===== src/rtl/chnl_slave_node.sv =====
// Channel receive buffer: first-word-fall-through FIFO between a channel agent
// and the downstream arbiter, with free-space and packet-ready reporting.
module chnl_slave_node #(
  parameter int DEPTH = 32,
  parameter int AW    = 5
) (
  input  logic          clk,
  input  logic          rstn,
  input  logic [7:0]    ch_data,
  input  logic          ch_valid,
  output logic          ch_ready,
  input  logic          slv_en,
  input  logic [2:0]    pkt_len,
  input  logic          slv_pop,
  output logic          slv_val,
  output logic [7:0]    slv_data,
  output logic          slv_req,
  output logic [AW:0]   margin
);

  localparam logic [AW:0] DEPTH_C = (AW+1)'(DEPTH);

  logic [7:0]    mem [DEPTH];
  logic [AW-1:0] wr_ptr_reg;
  logic [AW-1:0] rd_ptr_reg;
  logic [AW:0]   count_reg;
  logic [AW:0]   count_next;
  logic [AW:0]   pkt_words;
  logic          push;
  logic          pop;

  // Ready depends only on registered count so the agent never sees a
  // combinational path from its own valid.
  assign ch_ready = rstn && slv_en && (count_reg != DEPTH_C);
  assign slv_val  = (count_reg != '0);
  assign push     = ch_valid && ch_ready;
  assign pop      = slv_pop && slv_val;
  assign slv_data = slv_val ? mem[rd_ptr_reg] : 8'h00;
  assign margin   = DEPTH_C - count_reg;
  assign slv_req  = slv_en && (count_reg >= pkt_words);

  always_comb begin
    pkt_words = (AW+1)'(32);
    case (pkt_len)
      3'd0:    pkt_words = (AW+1)'(4);
      3'd1:    pkt_words = (AW+1)'(8);
      3'd2:    pkt_words = (AW+1)'(16);
      default: pkt_words = (AW+1)'(32);
    endcase
  end

  always_comb begin
    count_next = count_reg;
    case ({push, pop})
      2'b10:   count_next = count_reg + (AW+1)'(1);
      2'b01:   count_next = count_reg - (AW+1)'(1);
      default: count_next = count_reg;
    endcase
  end

  always_ff @(posedge clk or negedge rstn) begin
    if (!rstn) begin
      wr_ptr_reg <= '0;
      rd_ptr_reg <= '0;
      count_reg  <= '0;
    end else begin
      if (push) wr_ptr_reg <= wr_ptr_reg + AW'(1);
      if (pop)  rd_ptr_reg <= rd_ptr_reg + AW'(1);
      count_reg <= count_next;
    end
  end

  // Storage carries no reset; stale contents are masked by count.
  always_ff @(posedge clk) begin
    if (push) mem[wr_ptr_reg] <= ch_data;
  end

endmodule


===== config.mk =====
export PLATFORM = sky130hd
export DESIGN_NAME = chnl_slave_node
export DESIGN_NICKNAME = d
export VERILOG_FILES = /design/src/rtl/chnl_slave_node.sv
export SDC_FILE = /design/constraint.sdc
export NUM_CORES = 1
export LEC_CHECK = 0
export BUFFER_PORTS_ARGS = -buffer_cell sky130_fd_sc_hd__buf_2
export CORE_MARGIN = 3
export CORE_UTILIZATION = 30
export CTS_BUF_LIST = sky130_fd_sc_hd__clkbuf_8
export DETAILED_ROUTE_END_ITERATION = 7
export PLACE_DENSITY_LB_ADDON = 0.3
export SYNTH_ARGS = -nofsm -noshare
export SYNTH_HDL_FRONTEND = slang
export SYNTH_SLANG_ARGS = --single-unit

===== constraint.sdc =====
create_clock -name clk -period 3.7 [get_ports clk]
set_input_delay 0.74 -clock clk [delete_from_list [all_inputs] [get_ports clk]]
set_output_delay 0.74 -clock clk [all_outputs]
set_load 0.01 [all_outputs]

After elaboration in Yosys (flattened, before gate mapping)
Memories as Yosys holds them, arrays and structs flattened.
Cells that the tools add are included.
{"block": "classes", "add_sub_neg": 5, "magnitude_cmp": 1, "eq_ne": 5, "muxes": 5, "reduce_logical": 8}
{"op": "$pmux 6 s3", "n": 1}
{"op": "$pmux 6 s2", "n": 1}
{"op": "$add 5x1->5 const B", "n": 2}
{"op": "$mux 8", "n": 1}
{"op": "$add 6x1->6 const B", "n": 1}
{"op": "$ge 6x6->1", "n": 1}
{"op": "$ne 6x6->1 const B", "n": 1}
{"op": "$reduce_bool 6->1", "n": 1}
{"op": "$sub 6x1->6 const B", "n": 1}
{"op": "$sub 6x6->6 const A", "n": 1}
{"op": "$logic_and 1x1->1", "n": 5}
{"op": "$eq 3x1->1 const B", "n": 1}
{"op": "$eq 3x2->1 const B", "n": 1}
{"op": "$logic_not 3->1", "n": 1}
{"op": "$eq 2x1->1 const B", "n": 1}
{"op": "$eq 2x2->1 const B", "n": 1}
{"op": "$mux 1", "n": 2}
{"op": "$reduce_bool 2->1", "n": 1}
{"block": "word_totals", "reg_bits": 16, "ram_bits": 256, "inputBits": 16, "output_inout_bits": 17, "mem_count": 1}
{"name": "mem", "depth": 32, "word_bits": 8, "rd": 1, "rd_ports_with_merged_regs": 0, "write_ports": 1, "line": "23", "source": "logic [7:0] mem [DEPTH];"}

Logic depth before layout (Yosys ltp)
Gate-level depths: netlist of the first run.
{"block": "logic_depth", "depth_word": 5, "depth_mapped": 16}

Worst setup path after synthesis of the first run
No wires, ideal clock.
{"block": "synth_path", "path_kind": "reg-to-reg", "start": "reg count_reg[1]", "end": "reg count_reg[4]", "setup_ps": 79, "arrival_ps": 2875, "required_time_ps": 3621, "slack_ps": 746, "path_stages_with_launch": 15, "path_buffers": 2, "path_cell_list": "dfrtp_1 > clkbuf_1 > inv_1 > ha_1 > nor4b_4 > a211oi_2 > inv_1 > ha_1 > clkbuf_1 > xor2_1 > ha_1 > a211oi_1 > o21ai_0 > o21ai_0 > xor2_1"}
{"block": "synth_via", "elab_chain_len": 5, "elab_cells_between_ends": 11, "cone_classes": "2 x add/sub; 3 x eq/ne; 1 x mux; 5 x reduce/logical"}
{"element": "from (decl)", "line": "26", "source": "logic [AW:0] count_reg;"}
{"element": "from (signal assigned)", "line": "69", "source": "count_reg <= count_next;"}
{"element": "parallel branches: the longest is 5 deep, another holds $sub 6x1->6"}
Parallel ways; which one is timed is not known.
A chain may end at the register's enable or synchronous reset.

Final worst setup path of the first run
{"block": "layout_path", "start": "reg rd_ptr_reg[0]", "end": "out slv_data[2]"}
{"block": "layout_via", "elab_chain_len": 2}
{"element": "from (decl)", "line": "25", "source": "logic [AW-1:0] rd_ptr_reg;"}
{"element": "from (signal assigned)", "line": "68", "source": "if (pop) rd_ptr_reg <= rd_ptr_reg + AW'(1);"}
{"element": "$mem_v2 32x8"}
{"element": "$mux 8", "line": "38", "source": "assign slv_data = slv_val ? mem[rd_ptr_reg] : 8'h00;"}
{"element": "to (decl)", "line": "16", "source": "output logic [7:0] slv_data,"}
Every way passes these cells.

==> out/qor.txt, run 1 <==
Worst VDD drop = 0.3012 mV
Slew margin rel. = 42.41%
Min Tclk post-route = 3.555 ns
1st-iter DRT viols = 364
Area growth from synthesis to layout = 14.31%
Max Cap Viol = 0
Detail Placement HPWL = 16.20 mm
Cell area after synthesis = 11,170 sq um
Final setup vio count = 0
Largest register FFs = 256
Die Y-Extent = 199.0 microns
Initial antenna violation count = 0
Hold_buf cts = 0
WL/cell = 21.31 microns
Largest net degree at the start of global routing = 33
Number of flops mapped to enable cells by yosys = 256
Setup Skew = 0.02691 ns
Power Dens Cells = 697.9 nW/um^2
Setup TNS = 0 ns
Reg2reg end = count_reg[4]
DRT Wirelength = 25.02 mm
ANT cells = 0
Yosys reg bits = 272
HP Class = in -> async
Final Power = 8.914 mW
FF-to-FF Start = count_reg[1]
First-pass GRT wire length = 38.38 mm
Clock-pin slew on the worst setup and hold paths = 0.06 ns
Clk sinks = 272
GR Overflow Total = 0
Synth async-reset ratio = 5.882%
RD Place Congestion = 0.8314
Critical Path Fanout Max = 11
Starting Density = 30.45%
# DRC = 0
F_max = 281.3 MHz
Library cells used by synthesis = 46
Final Max Slew Viols = 0
Max Root-Sink Buffers = 3
Commonest non-fill, non-tap cell in the layout = edfxtp_1
Arrival time at the worst endpoint = 2.82 ns
Die Width = 199.0 microns
PortBufs = 32
Gr usage total = 13.02%
Final hold violations = 0
Setup slack, reg-to-reg = 0.57 ns
Ports = 33
Final #Nets = 700
Warnings from Yosys = 0
Cts bufs inserted = 44
Syn_nets = 625
Status = finished, final reports clean
Worst Setup Start Kind = flip-flop
Number of core rows = 70
Total number of vias = 5,743
Sequential share of the synthesized area = 72.39%
Core area = 36,700 sq um
Crit path kind = reg -> out
Die Footprint = 39,600 sq um
Clk Latency, worst-skew pair = 0.55 ns
Layout cell share with drive strength beyond 1 = 24.93%
R2R cell count = 13
H-Tree Level Count = 2
Worst path required time = 2.96 ns
Synth Flop Type = edfxtp_1
Worst-Margin Slew = 0.8607 ns
Most frequent cells in the layout = edfxtp_1 (256), clkbuf_8 (45), mux4_2 (42)
CP Capture Type = output pin
LEAKAGE = 4.270 nW
CTS tree = done
Syn avg cell area = 18.75 sq um
Mapped Cells = 596
Vias per std cell = 4.892
Unrepaired setup endpoints after global routing = false
Vias in the first global route = 6,165
Period utilization = 96.08%
1st-pass router iterations = 5
DRT antenna net count = 0
Root Driver = clkbuf_8
[through the flow]
step	instance area, sq um	utilization [%]	worst slack (ns)	instances	hold WS, ns
after floorplan	11170	-	0.7461	596	0.4444
after global placement	11950	32.57	0.5422	1092	0.5889
after detailed placement	11950	32.57	0.5084	1092	0.6017
after CTS	12760	34.78	0.08707	1174	0.1548
after global routing	12770	34.80	0.01745	1174	0.1845
final	12770	34.80	0.1449	1174	0.1809
[worst max-delay path, stage by stage (launching register included)]
cell,delay [ns]
dfrtp_4,0.58
buf_8,0.22
mux4_2,0.55
a22o_1,0.25
a2111oi_1,0.37
a211oi_1,0.13
buf_2,0.18
[layout make-up]
class                      instances  area [sq um]
clock buffer                      45         619.3
clock inverter                    36         176.4
fill                            3405         23930
inverter                          10         37.54
multi-input combinational        275          2808
sequential                       272          8092
tap                              468         585.6
timing repair buffer              68         454.2
[per-layer routing]
layer / global-route usage, % / share of wire (%)
met1: 17.65 / 44
met2: 21.53 / 49
met3: 2.490 / 4.9
met4: 3.722 / 1.8
met5: 0 / 0
[cell usage after synthesis, types with 2 or more instances]
master       n  area share [%]
nor3_1       5            0.22
mux4_1       7             1.6
nand4_1      3            0.17
a211oi_1     9            0.60
a2111oi_2    3            0.40
nor2b_1      4            0.22
edfxtp_1   256              69
mux2i_1     33             3.0
nand3_1      3            0.13
buf_6        5            0.50
a21oi_1     13            0.58
buf_1        3            0.10
a21o_1       2            0.13
ha_1        13             1.5
buf_4        4            0.27
clkbuf_1    14            0.47
nand2_1     15            0.50
nor2_1      41             1.4
a31oi_1      2            0.11
o21a_1       3            0.20
mux4_2      42             8.5
a2111oi_1    3            0.27
xnor2_1     12            0.94
o221ai_1     7            0.55
buf_12       2            0.36
a22o_1       8            0.63
a211oi_2     2            0.22
inv_1       10            0.34
o22ai_1      8            0.45
o21ai_0      6            0.27
buf_2       11            0.49
a21boi_0     2            0.13
a22oi_1      7            0.47
xor2_1       6            0.47
nand3b_1     6            0.40
dfrtp_1     16             3.6
[worst max-delay path by stage]
| stage | from | to | slack (ns) |
|---|---|---|---|
| CTS | rd_ptr_reg[0] | slv_data[7] | 0.09 |
| global placement | rd_ptr_reg[0] | slv_data[0] | 0.54 |
| detailed placement | rd_ptr_reg[0] | slv_data[7] | 0.51 |
| global route | rd_ptr_reg[0] | slv_data[0] | 0.02 |
| floorplan | count_reg[1] | count_reg[4] | 0.75 |
| finish | rd_ptr_reg[0] | slv_data[2] | 0.14 |
[where the power goes]
part	switching [mW]	internal, mW
registers	0.259	3.50
logic	1.55	1.27
clock network	1.13	1.20
total	2.94	5.97
[kinds of logic after synthesis]
kind of cell               count (synthesis)  synth area share, %
and+or+nand+nor                           83                3.583
muxes                                     84                13.27
AOI/OAI and AO/OA                         77                5.364
buffers and inverters                     49                2.531
DFF                                      272                72.39
xor gates and xnor gates                  18                1.411
adders and majority gates                 13                1.456
[what timing repair did]
item / in CTS / in global routing
setup endpoints to repair: 3 / 2
pin swaps: 0 / 0
buffers inserted: 1 / 0
gates resized for setup: 0 / 2
(Power assumes the default switching activity.)
==> run 2, diff against run 1 <==
--- a/config.mk
+++ b/config.mk
@@ -8,2 +8,3 @@
 export BUFFER_PORTS_ARGS = -buffer_cell sky130_fd_sc_hd__buf_2
+export CORE_ASPECT_RATIO = 1.25
 export CORE_MARGIN = 3
==> constraint.sdc (replaced) <==
create_clock -name clk -period 3.7 [get_ports clk]
set_input_delay 0.37 -clock clk [delete_from_list [all_inputs] [get_ports clk]]
set_output_delay 0.37 -clock clk [all_outputs]
set_load 0.01 [all_outputs]
==> run 2 against run 1 <==
  * Final cell count rose by 1.4%
  * Global-route usage fell by 0.54 points
  * Register-to-register slack got worse by 0.14 ns
  * Combinational power fell by 6%
  * Maximum frequency rose by 3.1%
  * Flip-flop and latch count did not move
  * Via count fell by 0.75%
  * Total power fell by 1.4%
  * Utilization rose by 0.32 points
  * Routed wire length fell by 3.0%
  * Critical path type unchanged
  * Critical endpoint is now slv_data[1]
  * Largest cell class unchanged
  * Largest power group unchanged
  * Highest routed layer unchanged
==> out/qor.txt, run 2 (synthesis results as in run 1) <==
Unrepaired setup endpoints after global routing = false
Final setup vio count = 0
Number of core rows = 78
DRT antenna net count = 0
Vias per std cell = 4.786
Starting Density = 30.61%
Setup Skew = 0.01807 ns
ANT cells = 0
Met2 wire len = 12.98 mm
LEAKAGE = 4.286 nW
Worst VDD drop = 0.4128 mV
# DRC = 0
Layout fillers = 3,457
Largest net degree at the start of global routing = 42
Dpl cell area = 12,040 sq um
Max Cap Viol = 0
GR Overflow Total = 0
Final Max Slew Viols = 0
Clock-pin slew on the worst setup and hold paths = 0.06 ns
Setup Buffers After CTS = 0
Total number of vias = 5,700
Design internal power = 5.941 mW
Initial antenna violation count = 0
Clk Latency, worst-skew pair = 0.54 ns
Critical Path Fanout Max = 18
Sequential share of power = 43.8%
Met3 WL post-DR = 925 microns
Power Dens Cells = 685.4 nW/um^2
Die Footprint = 39,610 sq um
Top Layer Used = met4
Slew margin rel. = 39.50%
Detail Placement HPWL = 15.65 mm
Slowest cell on crit path = a2111oi_2
Sw frac = 32.39%
Area growth from synthesis to layout = 14.74%
RD Place Congestion = 0.8054
Largest register FFs = 256
Status = finished, final reports clean
Crit path buffers/inverters = 2
HP Class = in -> reg
Min Tclk post-route = 3.447 ns
PortBufs = 32
Switching Power = 2.846 mW
Clk sinks = 272
Final hold violations = 0
Worst Setup Start Kind = flip-flop
Max Root-Sink Buffers = 3
Layout cell share with drive strength beyond 1 = 25.60%
Ports = 33
WL/cell = 20.39 microns
Worst-Margin Slew = 0.9076 ns
Die Width = 178.6 microns
Clk network pwr share = 26.1%
Post-route cell area = 12,820 sq um
1st-iter DRT viols = 324
Core Util, Final = 35.12%
Gr usage total = 12.49%
WHS = 0.2394 ns
First-pass GRT wire length = 37.45 mm
Crit path kind = reg -> out
Most frequent cells in the layout = edfxtp_1 (256), clkbuf_8 (45), buf_4 (45)
Cts bufs inserted = 43
Worst path required time = 3.33 ns
Commonest non-fill, non-tap cell in the layout = edfxtp_1
Largest delay contributor family on the critical path = compound AO/OA/AOI/OAI gates
Period utilization = 93.17%
Arrival time at the worst endpoint = 3.08 ns
CP Capture Type = output pin
Root Driver = clkbuf_8
Core area = 36,500 sq um
F_max = 290.1 MHz
Setup TNS = 0 ns
DRT Wirelength = 24.28 mm
1st-pass router iterations = 6
H-Tree Level Count = 2
Wl on met1 = 9.842 mm
CTS tree = done
Die Y-Extent = 221.8 microns
Final #Nets = 710
Final Power = 8.787 mW
Max stage delay on crit path = 0.66 ns
Comb pwr share = 30.1%
Vias in the first global route = 6,142
Crit-path cells = buf_4, mux4_2, a2111oi_2, a211oi_1, buf_2
run 2: changes by cell type in the layout (fill, tap and decap cells not counted), sizes merged:
cell / delta
clkinv: +2
dlygate4sd3: +1
clkinvlp: -2
buf: +10
inv: -6
run 2: tightest hold or removal path, stage by stage:
cell,delay (ns)
buf_2,0.09
inv_1,0.05
a211oi_2,0.08
nand2_1,0.07
o21ai_0,0.07
run 2: metrics by stage:
| step | worst slack, ns | std cells |
|---|---|---|
| after floorplan | 0.7461 | 596 |
| after global placement | 0.6457 | 1115 |
| after detailed placement | 0.4578 | 1115 |
| after CTS | 0.05000 | 1191 |
| after global routing | 0.07114 | 1191 |
| final | 0.2527 | 1191 |
run 2: worst paths after layout:
check                      cells after the start  slack, ns       endpoint           from
setup / recovery                               5       0.25    slv_data[1]  rd_ptr_reg[0]
hold / removal                                 5       0.24  wr_ptr_reg[1]       ch_valid
setup reg to reg                              11       0.43   count_reg[5]   count_reg[1]
hold reg to reg                                2       0.62  wr_ptr_reg[3]  wr_ptr_reg[1]
max in group asynchronous                      3       3.16  rd_ptr_reg[0]           rstn
min in group asynchronous                      3       0.32   count_reg[0]           rstn
run 2: layout make-up:
| class | instances | area, sq um | area share (%) |
|---|---|---|---|
| clock buffer | 45 | 619.3 | 4.831 |
| tap | 480 | 600.6 | 4.685 |
| timing repair buffer | 79 | 519.2 | 4.050 |
| clock inverter | 30 | 148.9 | 1.161 |
| multi-input combinational | 275 | 2803 | 21.86 |
| inverter | 10 | 37.54 | 0.2928 |
| sequential | 272 | 8092 | 63.12 |
run 2: what timing repair did:
action                                  in CTS  in global routing
endpoints found under the setup margin       0                  1
hold buffers                                 1                  0
resized for setup                            0                  1
hold endpoints to repair                    16                  0
run 2: power groups by stage:
stage | logic (mW) | registers (mW) | clock network (mW)
6_report | 2.64 | 3.85 | 2.29
5_1_grt | 2.87 | 3.88 | 2.52
4_1_cts | 2.70 | 3.85 | 2.38
3_5_place_dp | 2.70 | 3.91 | 0
3_3_place_gp | 2.65 | 3.90 | 0
2_1_floorplan | 2.13 | 3.61 | 0
run 2: layer usage:
layer	up-vias	global-route usage, %
met4	0	4.200
met2	129	22.03
met3	38	2.261
met5	-	0
li1	2576	-
met1	2957	15.29
